==> config.mk <==
export PLATFORM = sky130hd
export DESIGN_NAME = charge_session_ctrl
export DESIGN_NICKNAME = d
export VERILOG_FILES = /design/src/rtl/charge_session_ctrl_pkg.sv /design/src/rtl/charge_session_ctrl_ms_down_counter.sv /design/src/rtl/charge_session_ctrl.sv
export SDC_FILE = /design/constraint.sdc
export NUM_CORES = 1
export LEC_CHECK = 0
export CAP_MARGIN = 20
export CORE_UTILIZATION = 40
export DETAILED_ROUTE_END_ITERATION = 7
export PLACE_DENSITY = 0.69
export SYNTH_ARGS = -nofsm -noshare
export SYNTH_HDL_FRONTEND = slang
export SYNTH_SLANG_ARGS = --single-unit
==> constraint.sdc <==
create_clock -name clk -period 3.3 [get_ports clk]
set_input_delay 0.66 -clock clk [delete_from_list [all_inputs] [get_ports clk]]
set_output_delay 0.66 -clock clk [all_outputs]
set_load 0.02 [all_outputs]
==> src/rtl/charge_session_ctrl_pkg.sv <==
// Shared types and widths for the charge session sequencer.
// Credit helpers live here so Timer/display code can reuse them.
package charge_session_ctrl_pkg;

  localparam int CREDIT_W = 5;
  localparam int TIME_W   = 14;
  localparam int COIN_W   = 4;

  typedef enum logic [2:0] {
    IDLE,
    INPUT,
    LOAD,
    CHARGING,
    DONE
  } state_t;

  typedef struct packed {
    logic [CREDIT_W-1:0] credit;
    logic [CREDIT_W-1:0] excess;
  } credit_add_t;

  // Add a coin with one extra bit of headroom, then clamp to cap.
  function automatic credit_add_t credit_add(
    input logic [CREDIT_W-1:0] cur,
    input logic [COIN_W-1:0]   coin,
    input logic [CREDIT_W:0]   cap
  );
    logic [CREDIT_W:0] sum;
    credit_add_t       r;
    sum = {1'b0, cur} + (CREDIT_W+1)'(coin);
    if (sum > cap) begin
      r.credit = cap[CREDIT_W-1:0];
      r.excess = CREDIT_W'(sum - cap);
    end else begin
      r.credit = sum[CREDIT_W-1:0];
      r.excess = '0;
    end
    return r;
  endfunction

endpackage

==> src/rtl/charge_session_ctrl_ms_down_counter.sv <==
// Millisecond down counter with load, enable and zero flag.
// Holds at zero once it gets there.
module ms_down_counter #(
  parameter int W = 14
) (
  input  logic         clk,
  input  logic         reset,
  input  logic         load,
  input  logic [W-1:0] load_val,
  input  logic         en,
  output logic         zero
);

  logic [W-1:0] cnt;

  // Reload has priority over counting; stop at zero.
  always_ff @(posedge clk) begin
    if (reset) begin
      cnt <= '0;
    end else if (load) begin
      cnt <= load_val;
    end else if (en && cnt != '0) begin
      cnt <= cnt - 1'b1;
    end
  end

  assign zero = (cnt == '0);

endmodule

==> src/rtl/charge_session_ctrl.sv <==
// Coin charger session sequencer: credit, Timer load/start,
// ack watchdog, cancel and refund handling.
module charge_session_ctrl
  import charge_session_ctrl_pkg::*;
#(
  parameter int MAX_CREDIT   = 20,
  parameter int SEC_PER_UNIT = 60,
  parameter int IDLE_TO_MS   = 10000,
  parameter int DONE_HOLD_MS = 2000,
  parameter int ACK_TO_MS    = 4
) (
  input  logic                clk,
  input  logic                reset,
  input  logic                coin_valid,
  input  logic [COIN_W-1:0]   coin_val,
  input  logic                start_btn,
  input  logic                cancel_btn,
  input  logic                tmr_timing,
  input  logic [TIME_W-1:0]   tmr_cnt,
  output logic                tmr_load,
  output logic [TIME_W-1:0]   tmr_load_val,
  output logic                tmr_start,
  output logic [CREDIT_W-1:0] credit,
  output logic [TIME_W-1:0]   remain_sec,
  output logic                charging,
  output logic                refund,
  output logic [CREDIT_W-1:0] refund_amt,
  output logic                fault
);

  localparam logic [CREDIT_W:0] CAP =
    (CREDIT_W+1)'(MAX_CREDIT);
  localparam logic [TIME_W-1:0] SPU =
    TIME_W'(SEC_PER_UNIT);
  localparam logic [TIME_W-1:0] IDLE_RLD =
    TIME_W'(IDLE_TO_MS - 1);
  localparam logic [TIME_W-1:0] DONE_RLD =
    TIME_W'(DONE_HOLD_MS - 1);
  localparam int ACK_W = $clog2(ACK_TO_MS + 1);
  localparam logic [ACK_W-1:0] ACK_LAST =
    ACK_W'(ACK_TO_MS - 1);

  state_t            state;
  logic [ACK_W-1:0]  ack_cnt;
  logic              acked;
  credit_add_t       add;
  credit_add_t       first;
  logic              tmo_load;
  logic [TIME_W-1:0] tmo_val;
  logic              tmo_en;
  logic              tmo_zero;
  logic              chg_end;

  assign chg_end = acked && !tmr_timing;

  // Credit arithmetic and shared timeout reload selection.
  always_comb begin
    add      = credit_add(credit, coin_val, CAP);
    first    = credit_add('0, coin_val, CAP);
    tmo_load = 1'b0;
    tmo_val  = IDLE_RLD;
    unique case (state)
      IDLE: tmo_load = coin_valid;
      INPUT: tmo_load = coin_valid || start_btn;
      CHARGING: begin
        if (cancel_btn || chg_end) begin
          tmo_load = 1'b1;
          tmo_val  = DONE_RLD;
        end
      end
      DONE: tmo_load = coin_valid;
      default: tmo_load = 1'b0;
    endcase
  end

  assign tmo_en = (state == INPUT) || (state == DONE);

  ms_down_counter #(
    .W(TIME_W)
  ) u_tmo (
    .clk      (clk),
    .reset    (reset),
    .load     (tmo_load),
    .load_val (tmo_val),
    .en       (tmo_en),
    .zero     (tmo_zero)
  );

  assign remain_sec = charging ? tmr_cnt : '0;

  // Session FSM with registered outputs.
  always_ff @(posedge clk) begin
    if (reset) begin
      state        <= IDLE;
      credit       <= '0;
      tmr_load     <= 1'b0;
      tmr_load_val <= '0;
      tmr_start    <= 1'b0;
      charging     <= 1'b0;
      refund       <= 1'b0;
      refund_amt   <= '0;
      fault        <= 1'b0;
      ack_cnt      <= '0;
      acked        <= 1'b0;
    end else begin
      refund   <= 1'b0;
      tmr_load <= 1'b0;
      case (state)
        IDLE: begin
          if (coin_valid) begin
            credit <= first.credit;
            state  <= INPUT;
          end
        end
        INPUT: begin
          if (coin_valid) begin
            credit <= add.credit;
            if (add.excess != '0) begin
              refund     <= 1'b1;
              refund_amt <= add.excess;
            end
          end else if (cancel_btn) begin
            refund     <= 1'b1;
            refund_amt <= credit;
            credit     <= '0;
            state      <= IDLE;
          end else if (start_btn) begin
            tmr_load     <= 1'b1;
            tmr_load_val <= TIME_W'(credit) * SPU;
            state        <= LOAD;
          end else if (tmo_zero) begin
            refund     <= 1'b1;
            refund_amt <= credit;
            credit     <= '0;
            state      <= IDLE;
          end
        end
        LOAD: begin
          credit       <= '0;
          tmr_load_val <= '0;
          tmr_start    <= 1'b1;
          charging     <= 1'b1;
          ack_cnt      <= '0;
          acked        <= 1'b0;
          state        <= CHARGING;
        end
        CHARGING: begin
          if (coin_valid) begin
            refund     <= 1'b1;
            refund_amt <= CREDIT_W'(coin_val);
          end
          if (!acked && !tmr_timing &&
              ack_cnt == ACK_LAST) begin
            fault     <= 1'b1;
            tmr_start <= 1'b0;
            charging  <= 1'b0;
            state     <= IDLE;
          end else if (cancel_btn || chg_end) begin
            tmr_start <= 1'b0;
            charging  <= 1'b0;
            state     <= DONE;
          end else if (!acked) begin
            if (tmr_timing) acked <= 1'b1;
            ack_cnt <= ack_cnt + 1'b1;
          end
        end
        DONE: begin
          if (coin_valid) begin
            credit <= first.credit;
            state  <= INPUT;
          end else if (tmo_zero) begin
            state <= IDLE;
          end
        end
        default: state <= IDLE;
      endcase
    end
  end

endmodule

# Word-level counts from Yosys, hierarchy flattened
# Cells that the tools add are included.
word_totals:
  ff_bits: 49
  out_inout_bits: 43
  wordCells: 121
op_classes:
  n_addsub: 5
  muxes: 55
  bitwise_logic: 1
  n_mul: 1
  reduce_logical: 28
  eq_ne: 18
  magnitude_cmp: 2
ops:
  columns: ["operator", "count"]
  rows:
  - ["14-bit two-way mux", 8]
  - ["5-bit two-way mux", 11]
  - ["3-bit two-way mux", 11]
  - ["14-bit one-hot mux with 2 select lines", 1]
  - ["10-bit two-way mux", 2]
  - ["2-bit != test (second input constant)", 8]
  - ["3-bit one-hot mux with 5 select lines", 1]
  - ["5-bit one-hot mux with 3 select lines", 1]
  - ["14-bit zero test", 1]
  - ["1-bit two-way mux", 14]
  - ["14-bit nonzero test", 1]
  - ["14-bit by 1-bit subtractor with 14-bit output (second input constant)", 1]
  - ["4-bit AND reduction", 3]
  - ["5-bit one-hot mux with 2 select lines", 1]
  - ["3-bit by 2-bit == test with 1-bit output (second input constant)", 3]
  - ["5-bit by 4-bit multiplier with 9-bit output (second input constant)", 1]
  - ["4-bit != test (second input constant)", 2]
  - ["2-bit nonzero test", 4]
  - ["5-bit by 4-bit adder with 6-bit output", 1]
  - ["6-bit by 5-bit > comparator with 1-bit output (second input constant)", 1]
  - ["1-bit one-hot mux with 2 select lines", 3]
  - ["3-bit one-hot mux with 2 select lines", 1]
  - ["3-bit AND reduction", 2]
  - ["4-bit by 5-bit > comparator with 1-bit output (second input constant)", 1]
  - ["other kinds (20)", 27]

# Logic depth before layout (Yosys ltp)
# Gate-level depths: netlist (run 1).
depth:
  depth_word: 7
  mapped_depth: 12
  depth_no_buf: 12

# Modules after synthesis
# Synthesis (run 1) repeated with hierarchy kept, for this count alone.
unflattened:
  cells_unflattened: 390
  area_unflattened_um2: 3194.3
by_module_without_submodules:
  columns: ["mod", "area_per_inst_um2", "cells_each", "instances"]
  rows:
  - ["charge_session_ctrl", 2302.2, 289, 1]
  - ["ms_down_counter", 892.1, 101, 1]

# Least setup slack after synthesis (run 1)
# OpenSTA, ideal clock, no wires.
synth_timing:
  kind: "input -> register"
  startpoint: "in coin_val[0]"
  endpoint: "reg refund_amt[0]"
  setup_slack_ns: -0.110
  n_path_buf: 0
  arrival_time_ns: 3.287
  required_ns: 3.177
  setup_time_ns: 0.123
  cell_stages: 11
  cell_sequence: "ha_1 inv_1 fa_1 xnor2_1 inv_1 ha_1 or4b_2 nand3_1 a21oi_1 a2bb2oi_2 mux2_1"
synth_between:
  elab_chain_cells: 6
  word_cells_on_any_way: 11
  classes_between: "add/sub: 2; order compare: 1; eq/ne: 1; mux: 5; reduce/logical: 2"
synth_rtl:
  columns: ["item", "line", "rtl"]
  rows:
  - ["from (decl)", "charge_session_ctrl.sv:15", "input logic [COIN_W-1:0] coin_val,"]
  - ["5-bit by 4-bit adder with 6-bit output", "charge_session_ctrl_pkg.sv:30", "sum = {1'b0, cur} + (CREDIT_W+1)'(coin);"]
  - ["5-bit subtractor / 6-bit by 5-bit > comparator with 1-bit output (equally long branches)", "charge_session_ctrl_pkg.sv:33, charge_session_ctrl_pkg.sv:31", null]
  - ["10-bit two-way mux", "charge_session_ctrl_pkg.sv:31", "if (sum > cap) begin"]
  - ["5-bit nonzero test / 5-bit two-way mux (equally long branches)", "charge_session_ctrl.sv:118", "if (add.excess != '0) begin"]
  - ["3-bit by 2-bit != test with 1-bit output (no source line) / 5-bit two-way mux (equally long branches)", null, null]
  - ["5-bit AND reduction (no source line) / 5-bit one-hot mux with 2 select lines (equally long branches)", null, null]
  - ["to (signal assigned)", "charge_session_ctrl.sv:120", "refund_amt <= add.excess;"]
  - ["to (signal assigned)", "charge_session_ctrl.sv:124", "refund_amt <= credit;"]
  - ["to (signal assigned)", "charge_session_ctrl.sv:133", "refund_amt <= credit;"]
  - ["to (decl)", "charge_session_ctrl.sv:27", "output logic [CREDIT_W-1:0] refund_amt,"]
# Several ways; a longest one is shown, not always the timed one. The select of a mux whose other input is x is not followed.
# A chain may end at the register's enable or synchronous reset.

# Worst setup path in the final report (run 1)
layout_timing:
  startpoint: "in coin_val[1]"
  endpoint: "reg refund_amt[1]"
# Same word-level chain as after synthesis.

==> flow_summary_export.csv, run 1 <==
group,metric,value,unit
status,outcome,"finished, final reports clean",
sta,timing_worst_slew_pin_value,0.610,ns
layout,area.growth.synth_to_final,32.4,%
floorplanning,die_height,87.5,µm
job,drv.max_cap_violation_count,0,
worst_hold_path,worst_hold_path.num_cells,2,
grt,first_pass_grt_wire_length,11700,µm
pwr,total_power,1.41,mW
grt,grt-busiest-layer,"met2",
grt,antenna_found_initial,0,
worst_setup_path,critPathKind,"primary input to flop",
sta,finalHoldViolations,0,
pwr,powerDensity,363,nW/µm²
logic_synthesis,synthArstFlopShare,0,%
clock_network,cts_num_sinks,44,
layout,regArea,881,µm²
worst_setup_path,cp_num_buf_inv,2,
worst_setup_path,ff2ff_setup_slack,0.28,ns
sta,final_period_minus_worst_setup_slack,3.19,ns
worst_setup_path,critical-path-max-stage-delay,0.68,ns
floorplanning,area_of_the_core,6940,µm²
logic_synthesis,post_synth_inst_count,358,
place,hpwlAfterDp,5550,µm
worst_hold_path,worstHoldStart,"tmr_load_val[9]",
floorplanning,io-pin-count,67,
worst_hold_path,min_path_type,"flop to flop",
logic_synthesis,ys_seq_elements,44,
layout,share_of_layout_cells_above_drive_strength_1,10.6,%
worst_setup_path,crit-reg2reg-capture,"refund_amt[1]",
worst_setup_path,crit_family,"simple AND/OR/NAND/NOR gates",
grt,globalRouteMet2Util,33.9,%
drt,antenna_violating_nets_post_route,0,
grt,use_met1,24.4,%
worst_setup_path,crit_chain,"dlygate4sd2_1 > ha_1 > a21o_1 > a21oi_2 > xor2_1 > buf_4 > ha_1 > or4b_2 > nand3_2 > a21oi_1 > a2bb2oi_2 > mux2_1",
clock_network,clk_path_buf_depth,2,
floorplanning,row_count,30,
logic_synthesis,synth.yosys.seq_area_share,30.1,%
drt,totalWireLength,7060,µm
clock_network,tritoncts,"built",
logic_synthesis,synth_enable_flop_cells,0,
floorplanning,overall_die_area,7660,µm²
worst_setup_path,critical-path-slowest-cell,"or4b_2",
drt,post-route-drc-count,0,
sta,finalSetupViolations,0,
sta,final.hold.worst_slack,0.460,ns
pwr,irDropWorstVdd,0.222,mV
place,placement_stage_cell_area,3750,µm²
sta,fin_worst_skew,0.00544,ns
pwr,power.static_leakage,1.60,nW
worst_setup_path,critical_path.max_fanout,6,
worst_setup_path,reg2regPathDepth,11,
logic_synthesis,yosysUniqueCellTypes,51,
sta,max-slew-margin-rel,59.2,%
worst_setup_path,crit-reg2reg-launch,"credit[0]",
floorplanning,initial_utilization,42.1,%
layout,final_net_count,488,
clock_network,clock_insertion_delay_worst_skew,0.29,ns
worst_hold_path,worstHoldEndpoint,"tmr_load_val[9]",
floorplanning,fp.dieW,87.5,µm
clock_network,clock_transition_time_at_the_flip_flop_clock_pins_of_the_worst_setup_and_hold_paths,0.08,ns
worst_setup_path,worst-endpoint-required,3.48,ns
logic_synthesis,postSynthAreaPerCell,8.17,µm²
place,final_wtd_congestion,0.847,
layout,multiInputGateArea,1900,µm²
grt,grt-ovfl-total,0,
grt,gr-usage-met3,2.92,%
sta,achievable-frequency,313,MHz
clock_network,clk_root_buffer_cell,"clkbuf_8",
layout,layout_commonest_cell,"clkdlybuf4s50_1",
layout,diodes,0,
worst_setup_path,worst-endpoint-arrival,3.38,ns
drt,post_drt_wl_per_cell,13.3,µm
place,numPortBuffers,61,
grt,vias_in_the_first_global_route,2619,
layout,most_used_cells_in_the_layout_excluding_fill_and_tap_cells,"clkdlybuf4s50_1, dfxtp_1, a21oi_1, nor2_1, inv_1",
layout,postLayoutCellArea,3870,µm²
grt,maximum_number_of_pins_on_one_net_before_global_route_repair,24,
clock_network,cts-buffers-inserted,5,
worst_setup_path,startpoint_type,"primary input",
logic_synthesis,ys.warnings.count,0,
drt,vias,2749,
drt,avgViaCountPerCell,5.18,
sta,period_share,96.8,%
clock_network,cts-htree-levels,2,
drt,drt_pre_antenna_iters,4,
logic_synthesis,synth_area,2930,µm²
drt,first_iter_violations,129,
grt,grt_use_total,19.2,%
sta,final-max-slew-violation-count,0,
logic_synthesis,postSynth.topFlopCell,"dfxtp_1",
worst_setup_path,crit_path_end_kind,"flop",
layout,fill_cells,644,
worst_setup_path,crit_path_frequent_cell,"ha_1",
[cells by family after synthesis]
kind of cell / count (synthesis) / share of synthesized area (%)
AND/OR/NAND/NOR: 123 / 22.0
AO/OA/AOI/OAI: 92 / 19.5
buffers and inverters: 47 / 6.84
flip-flops: 44 / 30.1
adder cells (fa/ha/maj): 30 / 14.8
XOR/XNOR: 17 / 5.09
multiplexers: 4 / 1.54
other: 1 / 0.128
[power breakdown]
| part | internal (mW) | switching [mW] |
|---|---|---|
| registers | 0.555 | 0.0353 |
| logic | 0.240 | 0.258 |
| clock network | 0.144 | 0.175 |
| total | 0.940 | 0.468 |
[how the worst max path moves through the flow]
stage	start	to	slack, ns	cells after the start
3_3_place_gp	coin_val[0]	refund_amt[0]	-0.43	12
5_1_grt	coin_val[1]	refund_amt[2]	-0.007	12
4_1_cts	coin_val[0]	refund_amt[2]	0.04	12
3_5_place_dp	coin_val[0]	refund_amt[2]	-0.57	12
2_1_floorplan	coin_val[0]	refund_amt[0]	0.02	11
6_report	coin_val[1]	refund_amt[1]	0.11	12
[repair_timing]
action	in CTS	in global routing
setup buffers	1	1
gates resized for setup	8	1
pin swaps	5	3
hold buffers	0	0
endpoints found under the setup margin	8	6
[state kept, by name, summed over array words and instances, names as in the netlist, 3 cells and up]
register,count
tmr_load_val,9
state,3
credit,5
ack_cnt,3
refund_amt,5
u_tmo.cnt,14
[Yosys cell counts, types with 6 or more instances]
cell,n,area share (%)
dfxtp_1,44,30
a21oi_1,39,6.7
nor2_1,33,4.2
inv_1,28,3.6
nand2_1,24,3.1
ha_1,21,9.0
o21ai_0,17,2.9
and2_1,14,3.0
clkbuf_1,11,1.4
nor3_1,11,1.9
xnor2_1,9,2.7
fa_1,8,5.5
xor2_1,8,2.4
nor2b_1,7,1.5
nor4_1,7,1.5
a31oi_1,6,1.3
buf_4,6,1.5
nand3_1,6,1.0
[per-layer routing]
metal  vias up  wire length, µm  share of wire (%)
met1      1280             3280                 47
met4         0               81                1.1
met2        79             3340                 47
met5         -                0                  0
li1       1384                -                  -
met3         6              358                5.1
[final cells by class]
cell class	instances	area share [%]
multi-input combinational	271	49.0
sequential	44	22.7
timing repair buffer	85	20.4
tap	96	3.10
inverter	28	2.71
clock buffer	6	1.87
clock inverter	1	0.129
[worst register-to-register path, delay by kind of cell (launching register included)]
kind | cells | cell delay, ns
xor+xnor | 1 | 0.18
simple gates | 2 | 0.79
buf+inv | 2 | 0.13
mux | 1 | 0.33
compound gates | 2 | 0.27
flops | 1 | 0.42
fa+ha+maj | 3 | 0.80
[metrics by stage]
step / worst slack [ns] / std cells / setup TNS, ns / util (%)
floorplan: 0.0201 / 362 / 0 / -
global placement: -0.426 / 522 / -3.40 / 54.1
detailed placement: -0.567 / 522 / -4.47 / 54.1
CTS: 0.0368 / 530 / 0 / 55.7
global route: -0.00690 / 531 / -0.00690 / 55.8
finish: 0.107 / 531 / 0 / 55.8
Power figures use the tool's default switching activity.
==> run 2, diff against run 1 <==
--- a/config.mk
+++ b/config.mk
@@ -9,6 +9,8 @@
 export CORE_UTILIZATION = 40
 export DETAILED_ROUTE_END_ITERATION = 7
 export PLACE_DENSITY = 0.69
+export SETUP_SLACK_MARGIN = 0.4
+export SLEW_MARGIN = 20
 export SYNTH_ARGS = -nofsm -noshare
 export SYNTH_HDL_FRONTEND = slang
 export SYNTH_SLANG_ARGS = --single-unit
==> run 2 against run 1 <==
  * Sequential power up 0.8%
  * Clock power up 8.5%
  * Largest cell class unchanged
  * Non-clock buffer count up 2
  * Power up 5.9%
  * First-iteration DRC count down 22%
  * Combinational power up 10%
  * Maximum frequency up 13%
  * Clock skew up 0.0019 ns
  * Count of clock-buffer cells in the layout up 2
  * Die area unchanged
  * Setup slack better by 0.36 ns
==> flow_summary_export.csv, run 2 (same netlist as run 1, synthesis figures left out) <==
group,metric,value,unit
layout,area.growth.synth_to_final,37.9,%
worst_setup_path,critical-path-max-stage-delay,0.57,ns
sta,fin_ws,0.463,ns
pwr,power.static_leakage,1.64,nW
pwr,powerDensity,370,nW/µm²
clock_network,clock_insertion_delay_worst_skew,0.30,ns
floorplanning,row_count,30,
clock_network,cts-buffers-inserted,5,
place,final_wtd_congestion,0.883,
worst_hold_path,min_path_type,"flop to flop",
worst_setup_path,startpoint_type,"flop",
pwr,irDropWorstVdd,0.177,mV
place,numPlacedInstances,522,
sta,achievable-frequency,353,MHz
layout,max_ffs_per_register,14,
layout,registers.top_by_ff_count,"u_tmo.cnt",
place,placement_stage_cell_area,3810,µm²
floorplanning,initial_utilization,42.1,%
clock_network,clock_transition_time_at_the_flip_flop_clock_pins_of_the_worst_setup_and_hold_paths,0.08,ns
worst_setup_path,crit_path_end_kind,"flop",
sta,finalHoldViolations,0,
layout,layoutNonFillerInstCount,534,
drt,avgViaCountPerCell,5.18,
layout,final_net_count,490,
clock_network,cts_num_sinks,44,
sta,fin_worst_skew,0.00733,ns
drt,drt_pre_antenna_iters,4,
place,numPortBuffers,61,
status,outcome,"finished, final reports clean",
floorplanning,area_of_the_core,6940,µm²
layout,share_of_layout_cells_above_drive_strength_1,15.1,%
worst_setup_path,worst-endpoint-required,3.49,ns
layout,postLayoutCellArea,4040,µm²
layout,finish.utilization,58.1,%
sta,final-max-slew-violation-count,0,
worst_setup_path,crit_family,"adder cells",
floorplanning,die_height,87.5,µm
grt,grt-ovfl-total,0,
sta,period_share,86.0,%
layout,layout_commonest_cell,"clkdlybuf4s50_1",
worst_setup_path,critPathKind,"flop to flop",
clock_network,clk_path_buf_depth,2,
grt,maximum_number_of_pins_on_one_net_before_global_route_repair,19,
drt,post_drt_wl_per_cell,13.8,µm
grt,vias_in_the_first_global_route,2729,
worst_setup_path,cp_num_buf_inv,2,
layout,diodes,0,
job,drv.max_cap_violation_count,0,
drt,totalWireLength,7400,µm
drt,post-route-drc-count,0,
worst_setup_path,worst-endpoint-arrival,3.03,ns
clock_network,clk_root_buffer_cell,"clkbuf_8",
sta,unrepaired_setup_endpoints_after_global_routing,"true",
sta,final_period_minus_worst_setup_slack,2.84,ns
layout,most_used_cells_in_the_layout_excluding_fill_and_tap_cells,"clkdlybuf4s50_1, dfxtp_1, a21oi_1, nor2_1, inv_1",
drt,first_iter_violations,100,
floorplanning,fp.dieW,87.5,µm
grt,first_pass_grt_wire_length,12300,µm
place,hpwlAfterDp,5770,µm
floorplanning,overall_die_area,7660,µm²
layout,layout_top_registers,"u_tmo.cnt (14), tmr_load_val (9)",
worst_setup_path,crit_chain,"fa_1 > inv_1 > fa_1 > inv_1 > ha_1 > a21o_1 > a21o_1 > a21oi_2 > nor2_1 > nor2_1 > xor2_1 > o21ai_1",
sta,max-slew-margin-rel,61.9,%
clock_network,tritoncts,"built",
grt,antenna_found_initial,0,
worst_setup_path,critical-path-slowest-cell,"fa_1",
sta,timing_worst_slew_pin_value,0.570,ns
sta,final.hold.worst_slack,0.458,ns
drt,antenna_violating_nets_post_route,0,
sta,finalSetupViolations,0,
place,place_worst_setup_slack,-0.308,ns
worst_setup_path,critical_path.max_fanout,5,
drt,vias,2764,
grt,grt_use_total,20.3,%
clock_network,cts-htree-levels,2,
floorplanning,io-pin-count,67,
[run 2: path summary, 6_finish.rpt]
check / end / startpoint / slack [ns] / cells after the start
setup / recovery: tmr_load_val[9] / credit[1] / 0.46 / 12
hold / removal: ack_cnt[2] / ack_cnt[2] / 0.46 / 2
setup reg to reg: tmr_load_val[9] / credit[1] / 0.46 / 12
hold reg to reg: ack_cnt[2] / ack_cnt[2] / 0.46 / 2
[run 2: layer usage]
metal,GRT usage [%],up-vias,routed length [µm]
met5,0,-,0
met4,7.15,0,155
met3,4.34,14,365
met2,36.5,90,3620
met1,23.8,1272,3260
li1,-,1388,-
[run 2: per-stage QoR]
stage | total power, mW | TNS, ns
finish | 1.49 | 0
global route | 1.58 | 0
CTS | 1.48 | 0
detailed placement | 1.09 | -1.77
global placement | 1.08 | -1.45
floorplan | 0.918 | 0
[run 2: final cells by class]
class / count / area, µm²
Tap cell: 96 / 120
Fill cell: 626 / 2910
Timing Repair Buffer: 87 / 801
Clock buffer: 8 / 90.1
Inverter: 28 / 105
Sequential cell: 44 / 891
Multi-Input combinational cell: 271 / 2030
[run 2: timing repair]
action                     4_1_cts  5_1_grt
hold buffers                     0        0
buffers inserted                 1        3
resized for setup               23        9
cloned                           0        0
setup endpoints to repair       12        8
pin swaps                        6        8
[run 2: power breakdown]
part           internal [mW]  total (mW)  switching, mW
Combinational          0.270       0.550          0.280
Sequential             0.556       0.595         0.0384
Clock                  0.171       0.346          0.175
[run 2: worst min-delay path: stages (launching register included)]
cell and delay, ns:
dfxtp_1 0.32, nand2_1 0.05, a21oi_1 0.05
